[src/rtl/mem_read_arbiter.sv]
// ----------------------------------------------------------------------------
// mem_read_arbiter
//
// Purpose:
//   Shares the single data-read port of the memory between two cores.
//   One read is issued per cycle. Conflicts are resolved round-robin.
//   Each issued read is tagged with the requester id. The tag travels down a
//   MEM_LAT-deep pipeline, so the returning data is steered only to the core
//   that asked for it.
//
// Configuration macro:
//   MEMARB_FIXED_PRIO_EN - when defined, core 0 always wins a conflict and
//                          no priority state is built (legacy / bring-up).
//
// Parameters:
//   MEM_LAT    cycles from mem_ren/mem_raddr to valid mem_rdata (1..4)
//
// Ports:
//   clk        system clock, rising edge
//   rst        asynchronous active-high reset
//   req0/1     core read request, held until granted
//   addr0/1    core word address [14:0], stable while req is high
//   gnt0/1     request accepted this cycle (combinational)
//   rvalid0/1  read data valid for that core this cycle
//   rdata0/1   read data for that core, 0 when rvalid is low
//   mem_ren    read issued to memory this cycle
//   mem_raddr  word address to memory, 0 when mem_ren is low
//   mem_rdata  memory read data, valid MEM_LAT cycles after issue
// ----------------------------------------------------------------------------
module mem_read_arbiter #(
    parameter int MEM_LAT = 1
) (
    input  logic        clk,
    input  logic        rst,
    input  logic        req0,
    input  logic [14:0] addr0,
    output logic        gnt0,
    output logic        rvalid0,
    output logic [15:0] rdata0,
    input  logic        req1,
    input  logic [14:0] addr1,
    output logic        gnt1,
    output logic        rvalid1,
    output logic [15:0] rdata1,
    output logic        mem_ren,
    output logic [14:0] mem_raddr,
    input  logic [15:0] mem_rdata
);

    logic               w_gnt0;
    logic               w_gnt1;
    logic               w_pick1;   // winner of a conflict: 1 = core 1
    logic               w_ret_v;
    logic               w_ret_id;
    logic [MEM_LAT-1:0] r_tag_v;
    logic [MEM_LAT-1:0] r_tag_id;

`ifdef MEMARB_FIXED_PRIO_EN
    assign w_pick1 = 1'b0;
`else
    logic r_prio;

    // Favour whichever core lost the last grant; hold when nothing is granted.
    always_ff @(posedge clk or posedge rst) begin
        if (rst) begin
            r_prio <= 1'b0;
        end else if (w_gnt0 || w_gnt1) begin
            r_prio <= w_gnt0;
        end
    end

    assign w_pick1 = r_prio;
`endif

    // Requests are ignored entirely while reset is held.
    always_comb begin
        w_gnt0 = 1'b0;
        w_gnt1 = 1'b0;
        if (!rst) begin
            if (req0 && req1) begin
                w_gnt0 = ~w_pick1;
                w_gnt1 = w_pick1;
            end else begin
                w_gnt0 = req0;
                w_gnt1 = req1;
            end
        end
    end

    assign gnt0      = w_gnt0;
    assign gnt1      = w_gnt1;
    assign mem_ren   = w_gnt0 | w_gnt1;
    assign mem_raddr = w_gnt1 ? addr1 : (w_gnt0 ? addr0 : 15'd0);

    // Tag pipeline: stage 0 captures this cycle's issue, every stage shifts
    // unconditionally, so the last stage lines up with mem_rdata.
    always_ff @(posedge clk or posedge rst) begin
        if (rst) begin
            r_tag_v  <= '0;
            r_tag_id <= '0;
        end else begin
            r_tag_v[0]  <= w_gnt0 | w_gnt1;
            r_tag_id[0] <= w_gnt1;
            for (int i = 1; i < MEM_LAT; i++) begin
                r_tag_v[i]  <= r_tag_v[i-1];
                r_tag_id[i] <= r_tag_id[i-1];
            end
        end
    end

    assign w_ret_v  = r_tag_v[MEM_LAT-1];
    assign w_ret_id = r_tag_id[MEM_LAT-1];

    assign rvalid0 = w_ret_v & ~w_ret_id;
    assign rvalid1 = w_ret_v &  w_ret_id;
    assign rdata0  = rvalid0 ? mem_rdata : 16'd0;
    assign rdata1  = rvalid1 ? mem_rdata : 16'd0;

endmodule

[config.mk]
export PLATFORM = sky130hd
export DESIGN_NAME = mem_read_arbiter
export DESIGN_NICKNAME = d
export VERILOG_FILES = /design/src/rtl/mem_read_arbiter.sv
export SDC_FILE = /design/constraint.sdc
export NUM_CORES = 1
export LEC_CHECK = 0
export CAP_MARGIN = 20
export CORE_AREA = 2 2 56 58
export CTS_BUF_LIST = sky130_fd_sc_hd__clkbuf_4 sky130_fd_sc_hd__clkbuf_8
export CTS_CLUSTER_DIAMETER = 50
export DETAILED_ROUTE_END_ITERATION = 6
export DIE_AREA = 0 0 58 60
export PLACE_DENSITY = 0.94
export SLEW_MARGIN = 30
export SYNTH_ARGS = -nofsm -noshare
export SYNTH_HDL_FRONTEND = slang
export SYNTH_SLANG_ARGS = --single-unit
[constraint.sdc]
create_clock -name clk -period 2.1 [get_ports clk]
set_input_delay 0.42 -clock clk [delete_from_list [all_inputs] [get_ports clk]]
set_output_delay 0.42 -clock clk [all_outputs]
set_load 0.005 [all_outputs]
# [Yosys cells after proc, flatten, opt, wreduce, memory -nomap -nowiden]
# Index checks and enable logic that the tools add are counted.
[totals] regBits=3 elab_cells=18
[classes] mux=8 bitwise=5 reduce_logical=2
[op_table] operator="$mux 16" count=2
[op_table] operator="$mux 15" count=2
[op_table] operator="$mux 1" count=4
[op_table] operator="$and 1x1->1" count=2
[op_table] operator="$not 1->1" count=2
[op_table] operator="$logic_and 1x1->1" count=1
[op_table] operator="$logic_or 1x1->1" count=1
[op_table] operator="$or 1x1->1" count=1

# [Logic depth before layout (Yosys ltp)]
[depth] ltp_word=5 mapped_depth=4 ltp_nobuf=2

# [Worst setup path before layout]
# OpenSTA, ideal clock, no wires.
[synth_path] path_type="input -> output" start="in req0" end="out mem_raddr[10]" arrival_ns=1.052 slack_ns=0.628 path_stages=4 path_cell_list="nor2b_1 -> buf_6 -> buf_6 -> o32ai_2"
[synth_between] elab_chain_cells=5
[synth_rtl] element="start, declared" line="35" rtl="input logic req0,"
[synth_rtl] element="$logic_and 1x1->1" line="80" rtl="if (req0 && req1) begin"
[synth_rtl] element="$mux 1" line="80"
[synth_rtl] element="$mux 1" line="79" rtl="if (!rst) begin"
[synth_rtl] element="$mux 15" line="93" rtl="assign mem_raddr = w_gnt1 ? addr1 : (w_gnt0 ? addr0 : 15'd0);"
[synth_rtl] element="$mux 15 *" line="93"
[synth_rtl] element="end, declared" line="46" rtl="output logic [14:0] mem_raddr,"
# Mark *: on every way between the ends. The rest lies on a longest branch, timed or not.

# [Worst setup path after layout]
[layout_path] start="in req0" end="out mem_raddr[2]"
# The elaborated chain is that of the path after synthesis.

==> results <==
area by class of cell:
| cell class | count | area [um^2] | area share, % |
|---|---|---|---|
| clock buffers | 4 | 30.0 | 1.56 |
| inverters | 2 | 7.51 | 0.389 |
| multi-input cells | 88 | 701 | 36.3 |
| flip-flops and latches | 3 | 76.3 | 3.96 |
| well taps | 33 | 41.3 | 2.14 |
| repair buffers | 115 | 1070 | 55.6 |
how the worst min path moves through the flow:
| stage | start | end | slack, ps | cells past startpoint |
|---|---|---|---|---|
| after CTS | rst | r_prio$_DFFE_PP0P_ | 380 | 3 |
| after global placement | r_prio$_DFFE_PP0P_ | r_prio$_DFFE_PP0P_ | 520 | 1 |
| after detailed placement | r_prio$_DFFE_PP0P_ | r_prio$_DFFE_PP0P_ | 550 | 1 |
| after floorplan | rst | r_prio$_DFFE_PP0P_ | 330 | 2 |
| after global routing | rst | r_prio$_DFFE_PP0P_ | 390 | 3 |
| final | rst | r_prio$_DFFE_PP0P_ | 380 | 3 |
worst register-to-register path: cells and delay by family, from the launching register on:
family | cells | cell delay (ps)
AO/OA/AOI/OAI | 1 | 230
buffers and inverters | 1 | 160
flip-flops | 1 | 450
AND/OR/NAND/NOR | 1 | 80
per-stage QoR:
step / total power, W / util, % / setup slack (ps) / hold WS [ps] / TNS (ps)
2_1_floorplan: 0.000217 / - / 628 / 332 / 0
3_3_place_gp: 0.000442 / 65.7 / -308 / 523 / -4730
3_5_place_dp: 0.000450 / 65.7 / -438 / 546 / -5670
4_1_cts: 0.000566 / 65.8 / 27.7 / 382 / 0
5_1_grt: 0.000609 / 66.5 / 15.7 / 390 / 0
6_report: 0.000565 / 66.5 / 54.1 / 384 / 0
report_power, final:
group	switching [W]	leakage (nW)	internal [W]	total, W
logic	0.000134	0.789	0.000239	0.000373
clock network	0.0000320	0.0184	0.0000842	0.000116
registers	0.0000111	0.0362	0.0000647	0.0000759
repair_timing:
item | 4_1_cts | 5_1_grt
gates cloned | 0 | 1
gates resized for setup | 69 | 3
endpoints found under the setup margin | 18 | 18
setup buffers | 4 | 0
registers in the layout, indices dropped and copies added, names as in the netlist:
signal / count
r_prio: 1
r_tag_v: 1
r_tag_id: 1
cell families after synthesis:
logic type,count (synthesis)
and+or+nand+nor,70
AOI/OAI and AO/OA,17
buffers and inverters,12
DFF,3
routing by layer:
| layer | wire length (um) | global-route usage [%] | vias to the layer above |
|---|---|---|---|
| met4 | 19 | 6.64 | 0 |
| met1 | 1140 | 19.4 | 526 |
| li1 | - | - | 585 |
| met3 | 348 | 4.98 | 2 |
| met2 | 1800 | 37.0 | 76 |
| met5 | 0 | 0 | - |
synth_stat cells:
cell and number:
nand2b_1 31, and2_1 17, and3_1 16, o32ai_2 10, o32ai_1 5, clkbuf_1 4
nor2_1 4, buf_4 3, dfrtp_1 3, buf_6 2, inv_1 2, a21bo_2 1
a22o_1 1, buf_2 1, nor2b_1 1, nor2b_4 1
==> run metrics <==
fmax a little under 0.5 GHz; min Tclk post-route 2050 ps; antenna-violating nets left 0; clock buffer depth 2; r2r endpoint r_prio$_DFFE_PP0P_; commonest non-fill, non-tap cell in the layout clkdlybuf4s50_1; First-pass DRT Iterations 4; Post-Synthesis Cell Area 808 um^2; Setup Skew between 9 and 10 ps; Simple-Gate Fraction of Synth Area 53.9%; I/O pins slightly above 100; Worst path max stage delay 510 ps; Arrival @ worst endpoint about 1600 ps; PD cells 293 nW/um^2; fillers between 200 and 250; Worst-path clk slew approximately 40 ps; drt drc 0; first-pass GRT wire length just over 5 mm; number of antenna violations at the first check in global routing 0; worst min path class in2async; nets@finish ~260; Setup crit end kind primary output; GRT Residual Overflow 0; antenna fix cells 0; Vias ~1,200; Cells after Synth slightly above 100; Area contributors post-synth nand2b_1, o32ai_2, and2_1; Leak approximately 0.84 nW; reg2reg start r_prio$_DFFE_PP0P_; Netlist cell types 16; cell taking the most area after synthesis nand2b_1; CTS tree yes; Max Cap Viol 0; measured slew at the worst slew-check pin about 230 ps; largest family of logic cells by synthesized area simple AND/OR/NAND/NOR gates; Buf/Inv on CP 3; die area about 3500 um^2; Mapped Nets 152; port bufs between 100 and 150; Cell Rows 20; #FFs+latches synth 3; RSZ-0062 raised after global routing false; die width a little under 60 um; CTS H-tree depth 1; Post-Synth XOR/XNOR Area 0%; final hold violation count 0; initial detailed-routing violation count 47; Num Clock Sinks 3; origin of the worst setup path req0; Worst-Skew Late Latency 240 ps; Area after DPL about 1900 um^2; # setup viols final 0; data required time of the worst path between 1500 and 2000 ps; vias in the first global route ~1,200; post-synthesis mux area share 0%; status complete, no violations; hold buffers post-CTS 0; crit path to mem_raddr[2]; post-synthesis compound-gate area fraction approximately 28%; Final Slew Violations 0; CP Launch Type primary input; Max rail drop VDD 0.000264 V; post-synthesis sequential area ratio 9.29%; CP cell instances clkdlybuf4s50_1 > a21bo_4 > buf_4 > o32ai_2 > buf_2; CTS buffer count 3; core area between 2000 and 3000 um^2; critical path's slowest cell clkdlybuf4s50_1; fin crit share a little over nine tenths; crit path max fanout 5; WP depth 5; commonest cells after routing, fill and taps aside clkdlybuf4s50_1, nand2b_1, and2_1; Reg2Reg Setup Slack approximately 1100 ps; post-DR wirelength/cell ~14 um; area grow syn2layout 139%; Placed Cells approximately 240; hpwl dp 2.65 mm; largest net degree at the start of global routing 30; starting density of the core approximately 28%; Crit Path Category in2out; design area between 1500 and 2000 um^2; die height roughly 60 um; worst relative slew slack a little over four fifths; total track usage 19.0%; Synth Area in Adders 0%; GPL Wtd Cong slightly below 0.7; layout cell share with drive strength beyond 1 about a quarter; FF-to-FF path depth 3; area share of the largest cell type after synthesis a little under a quarter; YS warnings 0; delay-heaviest family, CP buffers and inverters; Cell Count, Final, Fillers Out 245; clk root buf clkbuf_4; vias per cell slightly below 5; Avg Inst Size Synth slightly below 8 um^2; Total Routed Length around 3.3 mm
No activity file was read; power rests on OpenSTA's default activity.
==> variant 1 (same flow settings) <==
Change the parameter `MEM_LAT` from 1 to 2. Comments in the files are not updated.
--- a/src/rtl/mem_read_arbiter.sv
+++ b/src/rtl/mem_read_arbiter.sv
@@ -29,5 +29,5 @@
 // ----------------------------------------------------------------------------
 module mem_read_arbiter #(
-    parameter int MEM_LAT = 1
+    parameter int MEM_LAT = 2
 ) (
     input  logic        clk,
Function: changed (Yosys sat finds a counterexample within 4 cycles, from zero or initial values and one cycle with rst high).
==> variant 1 against the original RTL <==
  * Worst setup slack gained 0.029 ns
  * Sequential cell count up 2
  * Routed wire length fell by 3.9%
  * Utilization up 0.73 points
  * Synthesized area up 6.2%
  * Critical path type unchanged
  * Power is 7.8% higher
  * Count of clock-buffer cells in the layout stayed put
  * Cell area increased by 1.1%
  * Largest power group unchanged
==> variant 1: results (changes against the original RTL) <==
| Metric | Value |
|---|---|
| CTS buffer count | `3 (unchanged)` |
| WL per Instance | `13.01 um (-3.9%)` |
| Placed cell area | `0.001951 sq mm (+2.2%)` |
| Adder-Cell Fraction of Synth Area | `0% (unchanged)` |
| Clk slew on worst S/H paths | `0.05 ns` |
| Layout Nets | `263 (unchanged)` |
| CP max stage delay | `0.51 ns (about the same)` |
| Synth top cells by count | `nand2b_1, and2_1, and3_1` |
| Placer Congestion | `0.6771 (-1.3%)` |
| Post-Syn Nets | `154 (+1.3%)` |
| FF-to-FF path depth | `3 (unchanged)` |
| Largest net degree at the start of global routing | `30 (unchanged)` |
| Post-synthesis compound-gate area fraction | `26.24% (-1.6 points)` |
| Pleak | `0.8541 nW (+1.3%)` |
| Critical Path Fanout Max | `2 (-3)` |
| Comb pwr share | `59.6% (-6.4 points)` |
| Fraction of layout cells with a size suffix above 1 | `21.23% (-2.8 points)` |
| Root buffer cell | `clkbuf_4` |
| Synth Area in XOR/XNOR | `0% (unchanged)` |
| Rel. slew slack | `84.82% (+0.30 points)` |
| Clk buf depth | `2 (unchanged)` |
| Status | `finished clean` |
| Synth cell types | `16 (unchanged)` |
| Vias post-DR | `1193 (+0.34%)` |
| Data arrival time of the worst path | `1.60 ns (-0.03 ns)` |
| # Max-Cap Violations | `0 (unchanged)` |
| Clk_lat worst skew | `0.25 ns` |
| Psw | `0.0001857 W (+4.9%)` |
| Vias in the first global route | `1062 (-9.2%)` |
| Overall Global Routing Usage | `17.42% (-1.6 points)` |
| Biggest registers after layout | `r_tag_id (2), r_tag_v (2), r_prio (1)` |
| Iter 0 DRT Violations | `46 (-2.1%)` |
| VDD IR max | `0.3632 mV (+37%)` |
| Dpl hpwl | `2.426 mm (-8.3%)` |
| First-pass GRT wire length | `4.740 mm (-6.9%)` |
| Hold crit path type | `reg2reg` |
| Worst Skew | `0.003310 ns (-0.006081 ns)` |
| Ys flop type | `dfrtp_1` |
| Synth top area cells | `nand2b_1, o32ai_2, dfrtp_1, and2_1, and3_1` |
| # diodes | `0 (unchanged)` |
| Port bufs | `101 (unchanged)` |
| DR pass1 iterations | `4 (unchanged)` |
| Sequential area share after synthesis | `14.58% (+5.3 points)` |
## variant 1: per-layer routing
| metal | global-route usage [%] | routed length [um] | vias to the layer above |
|---|---|---|---|
| li1 | - | - | 583 |
| met1 | 19.01 | 1138 | 514 |
| met2 | 32.14 | 1608 | 92 |
| met3 | 6.926 | 420 | 4 |
| met4 | 2.990 | 19 | 0 |
| met5 | 0 | 0 | - |
## variant 1: final cells by class
type                       count  area, sq um
clock buffer                   4        30.03
fill                         221        952.2
inverter                       2        7.507
multi-input combinational     88        683.2
sequential                     5        126.4
tap                           33        41.29
timing repair buffer         113         1062
## variant 1: metrics by stage
step	instances	setup WS [ns]	power (W)	TNS, ns
floorplan	104	0.6278	0.0002596	0
global placement	237	-0.3078	0.0004819	-4.737
detailed placement	237	-0.3401	0.0004891	-5.211
CTS	243	0.04344	0.0006097	0
global route	245	0.01925	0.0006529	0
finish	245	0.08349	0.0006089	0
## variant 1: path summary, 6_finish.rpt
path / slack [ns] / start / endpoint
max in group asynchronous: 1.48 / rst / r_tag_id[1]
min: 0.34 / r_tag_v[0] / r_tag_v[1]
min reg2reg: 0.34 / r_tag_v[0] / r_tag_v[1]
max: 0.08 / mem_rdata[14] / rdata1[14]
min in group asynchronous: 0.41 / rst / r_prio
max reg2reg: 1.09 / r_prio / r_prio
## variant 1: power groups by stage
stage	combinational [W]	clock (W)	sequential [W]
final	0.000363	0.000130	0.000116
after global routing	0.000393	0.000143	0.000117
after CTS	0.000360	0.000137	0.000113
after detailed placement	0.000377	0	0.000113
after global placement	0.000369	0	0.000112
after floorplan	0.000146	0	0.000113
## variant 1: timing repair
action	in CTS	in global routing
cloned	0	1
gates resized for setup	63	2
setup endpoints to repair	18	14
setup buffers	2	1
==> variant 2 (same flow settings) <==
Made on the original files. Make the reset (`rst`) synchronous in 2 clocked blocks. Comments in the files are not updated.
--- a/src/rtl/mem_read_arbiter.sv
+++ b/src/rtl/mem_read_arbiter.sv
@@ -62,5 +62,5 @@
 
     // Favour whichever core lost the last grant; hold when nothing is granted.
-    always_ff @(posedge clk or posedge rst) begin
+    always_ff @(posedge clk) begin
         if (rst) begin
             r_prio <= 1'b0;
@@ -95,5 +95,5 @@
     // Tag pipeline: stage 0 captures this cycle's issue, every stage shifts
     // unconditionally, so the last stage lines up with mem_rdata.
-    always_ff @(posedge clk or posedge rst) begin
+    always_ff @(posedge clk) begin
         if (rst) begin
             r_tag_v  <= '0;
Behaviour: differs if rst is asserted again (counterexample within 4 cycles, from zero or initial values and one cycle with rst high); with rst held inactive, the same outputs for 10 cycles.
==> variant 2 against the original RTL <==
  * Worst setup slack improved by 0.053 ns
  * Synthesized area fell by 0.77%
  * Cell area fell by 3.7%
  * Largest power group unchanged
  * Sequential share of layout area fell by 0.66 points
  * Non-clock buffer count fell by 8
  * Power fell by 13%
  * First-iteration DRC count rose by 11%
  * Highest routed layer unchanged
  * Sequential power fell by 10%
  * Synthesized cell count rose by 2.0%
  * Sequential cell count did not move
  * Routed wire length fell by 3.7%
==> variant 2: results (changes against the original RTL) <==
| Metric | Value |
|---|---|
| Fraction of layout cells with a size suffix above 1 | `20.00% (-4.1 points)` |
| Worst Skew | `0.00003349 ns (-0.009358 ns)` |
| Status | `finished clean` |
| Ys async rst share | `0% (-100 points)` |
| Synth top cells by count | `nand2b_1, and2_1, and3_1` |
| Synth cell types | `18 (+2)` |
| Pleak | `0.7917 nW (-6.1%)` |
| Sequential area share after synthesis | `7.488% (-1.8 points)` |
| Iter 0 DRT Violations | `52 (+11%)` |
| Reg-to-Reg Start | `r_prio` |
| Post-Route WL | `3.193 mm (-3.7%)` |
| Vias in the first global route | `1066 (-8.8%)` |
| Layout Nets | `256 (-2.7%)` |
| VDD IR max | `0.1734 mV (-34%)` |
| Dpl hpwl | `2.542 mm (-3.9%)` |
| DR pass1 iterations | `4 (unchanged)` |
| Cells after synthesis | `104 (+2.0%)` |
| Post-CTS Setup Bufs | `0 (-4)` |
| Clk_lat worst skew | `0.23 ns` |
| Ys flop type | `dfxtp_1` |
| Antenna violations before repair | `0 (unchanged)` |
| Via density | `4.857 (about the same)` |
| Worst Max-Slew Pin Slew | `0.2932 ns (+0.06104 ns)` |
| Placer Congestion | `0.7068 (+3.0%)` |
| Clk buf depth | `2 (unchanged)` |
| Post-Syn Nets | `154 (+1.3%)` |
| DP Cell Count | `233 (-1.3%)` |
| Worst hold start | `req0` |
| Clk slew on worst S/H paths | `0.03 ns` |
| Synth top area cells | `nand2b_1, o32ai_2, and2_1, and3_1, dfxtp_1` |
| Worst Setup SP | `mem_rdata[7]` |
| Critical Path Fanout Max | `2 (-3)` |
| FILL cells | `242 (+1.3%)` |
| First-pass GRT wire length | `4.940 mm (-3.0%)` |
| Hold crit path type | `in2reg` |
| Largest net degree at the start of global routing | `34 (+13%)` |
| CP max stage delay | `0.52 ns` |
| Data arrival time of the worst path | `1.57 ns (-0.06 ns)` |
| Overall Global Routing Usage | `18.42% (-0.58 points)` |
| WL per Instance | `13.42 um (-0.88%)` |
==> variant 2: changes by cell type after synthesis, moves of 2 or more <==
| cell | change |
|---|---|
| dfrtp_1 | -3 |
| dfxtp_1 | +3 |
| inv_1 | -2 |
| nor3_1 | +2 |
==> variant 2: metal layers <==
layer  routed length [um]  vias to the layer above  GRT usage [%]
met4                   19                        0          6.645
met1                 1111                      507          18.89
met2                 1683                       73          33.93
met5                    0                        -              0
met3                  378                        2          7.143
li1                     -                      574              -
==> variant 2: layout make-up <==
cell class | instances | area (sq um) | share of cell area (%)
Inverter | 1 | 6.256 | 0.3367
Timing Repair Buffer | 107 | 1028 | 55.35
Tap cell | 33 | 41.29 | 2.222
Multi-Input combinational cell | 90 | 690.7 | 37.17
Clock buffer | 4 | 30.03 | 1.616
Sequential cell | 3 | 61.31 | 3.300
==> variant 2: path summary, 6_finish.rpt <==
check	slack, ns	cells after the start	endpoint
setup / recovery	0.11	3	rdata1[7]
hold reg to reg	0.70	2	r_prio
setup reg to reg	1.19	3	r_prio
hold / removal	0.53	3	r_tag_v
==> variant 2: worst reg2reg max path, delay by kind of cell (launching register included) <==
| kind | cells | cell delay, ns |
|---|---|---|
| DFF | 1 | 0.36 |
| AOI/OAI and AO/OA | 1 | 0.21 |
| and+or+nand+nor | 1 | 0.07 |
| buffers and inverters | 1 | 0.17 |
==> variant 2: cells by family after synthesis <==
group | synth area share (%)
simple gates | 55.54
compound gates | 27.30
flops | 7.489
buf+inv | 9.671
==> variant 2: where the power goes <==
part,total [W],switching (W),leakage [nW],internal (W)
Sequential,0.0000680,0.00000664,0.0253,0.0000613
Combinational,0.000310,0.000107,0.748,0.000203
Clock,0.000112,0.0000284,0.0184,0.0000840
==> variant 2: repair_timing <==
action,in CTS,in global routing
endpoints found under the hold margin,0,0
gates resized for setup,55,10
setup endpoints to repair,33,14
cloned,1,0
==> variant 2: stage by stage <==
step	utilization, %	instance area (sq um)	setup WS, ns	hold WS [ns]
after floorplan	-	802.0	0.6289	0.5455
after global placement	63.75	1851	-0.3009	0.6491
after detailed placement	63.75	1851	-0.3348	0.6744
after CTS	64.83	1882	-0.003868	0.6850
after global routing	64.01	1858	0.03508	0.5912
final	64.01	1858	0.1069	0.5277
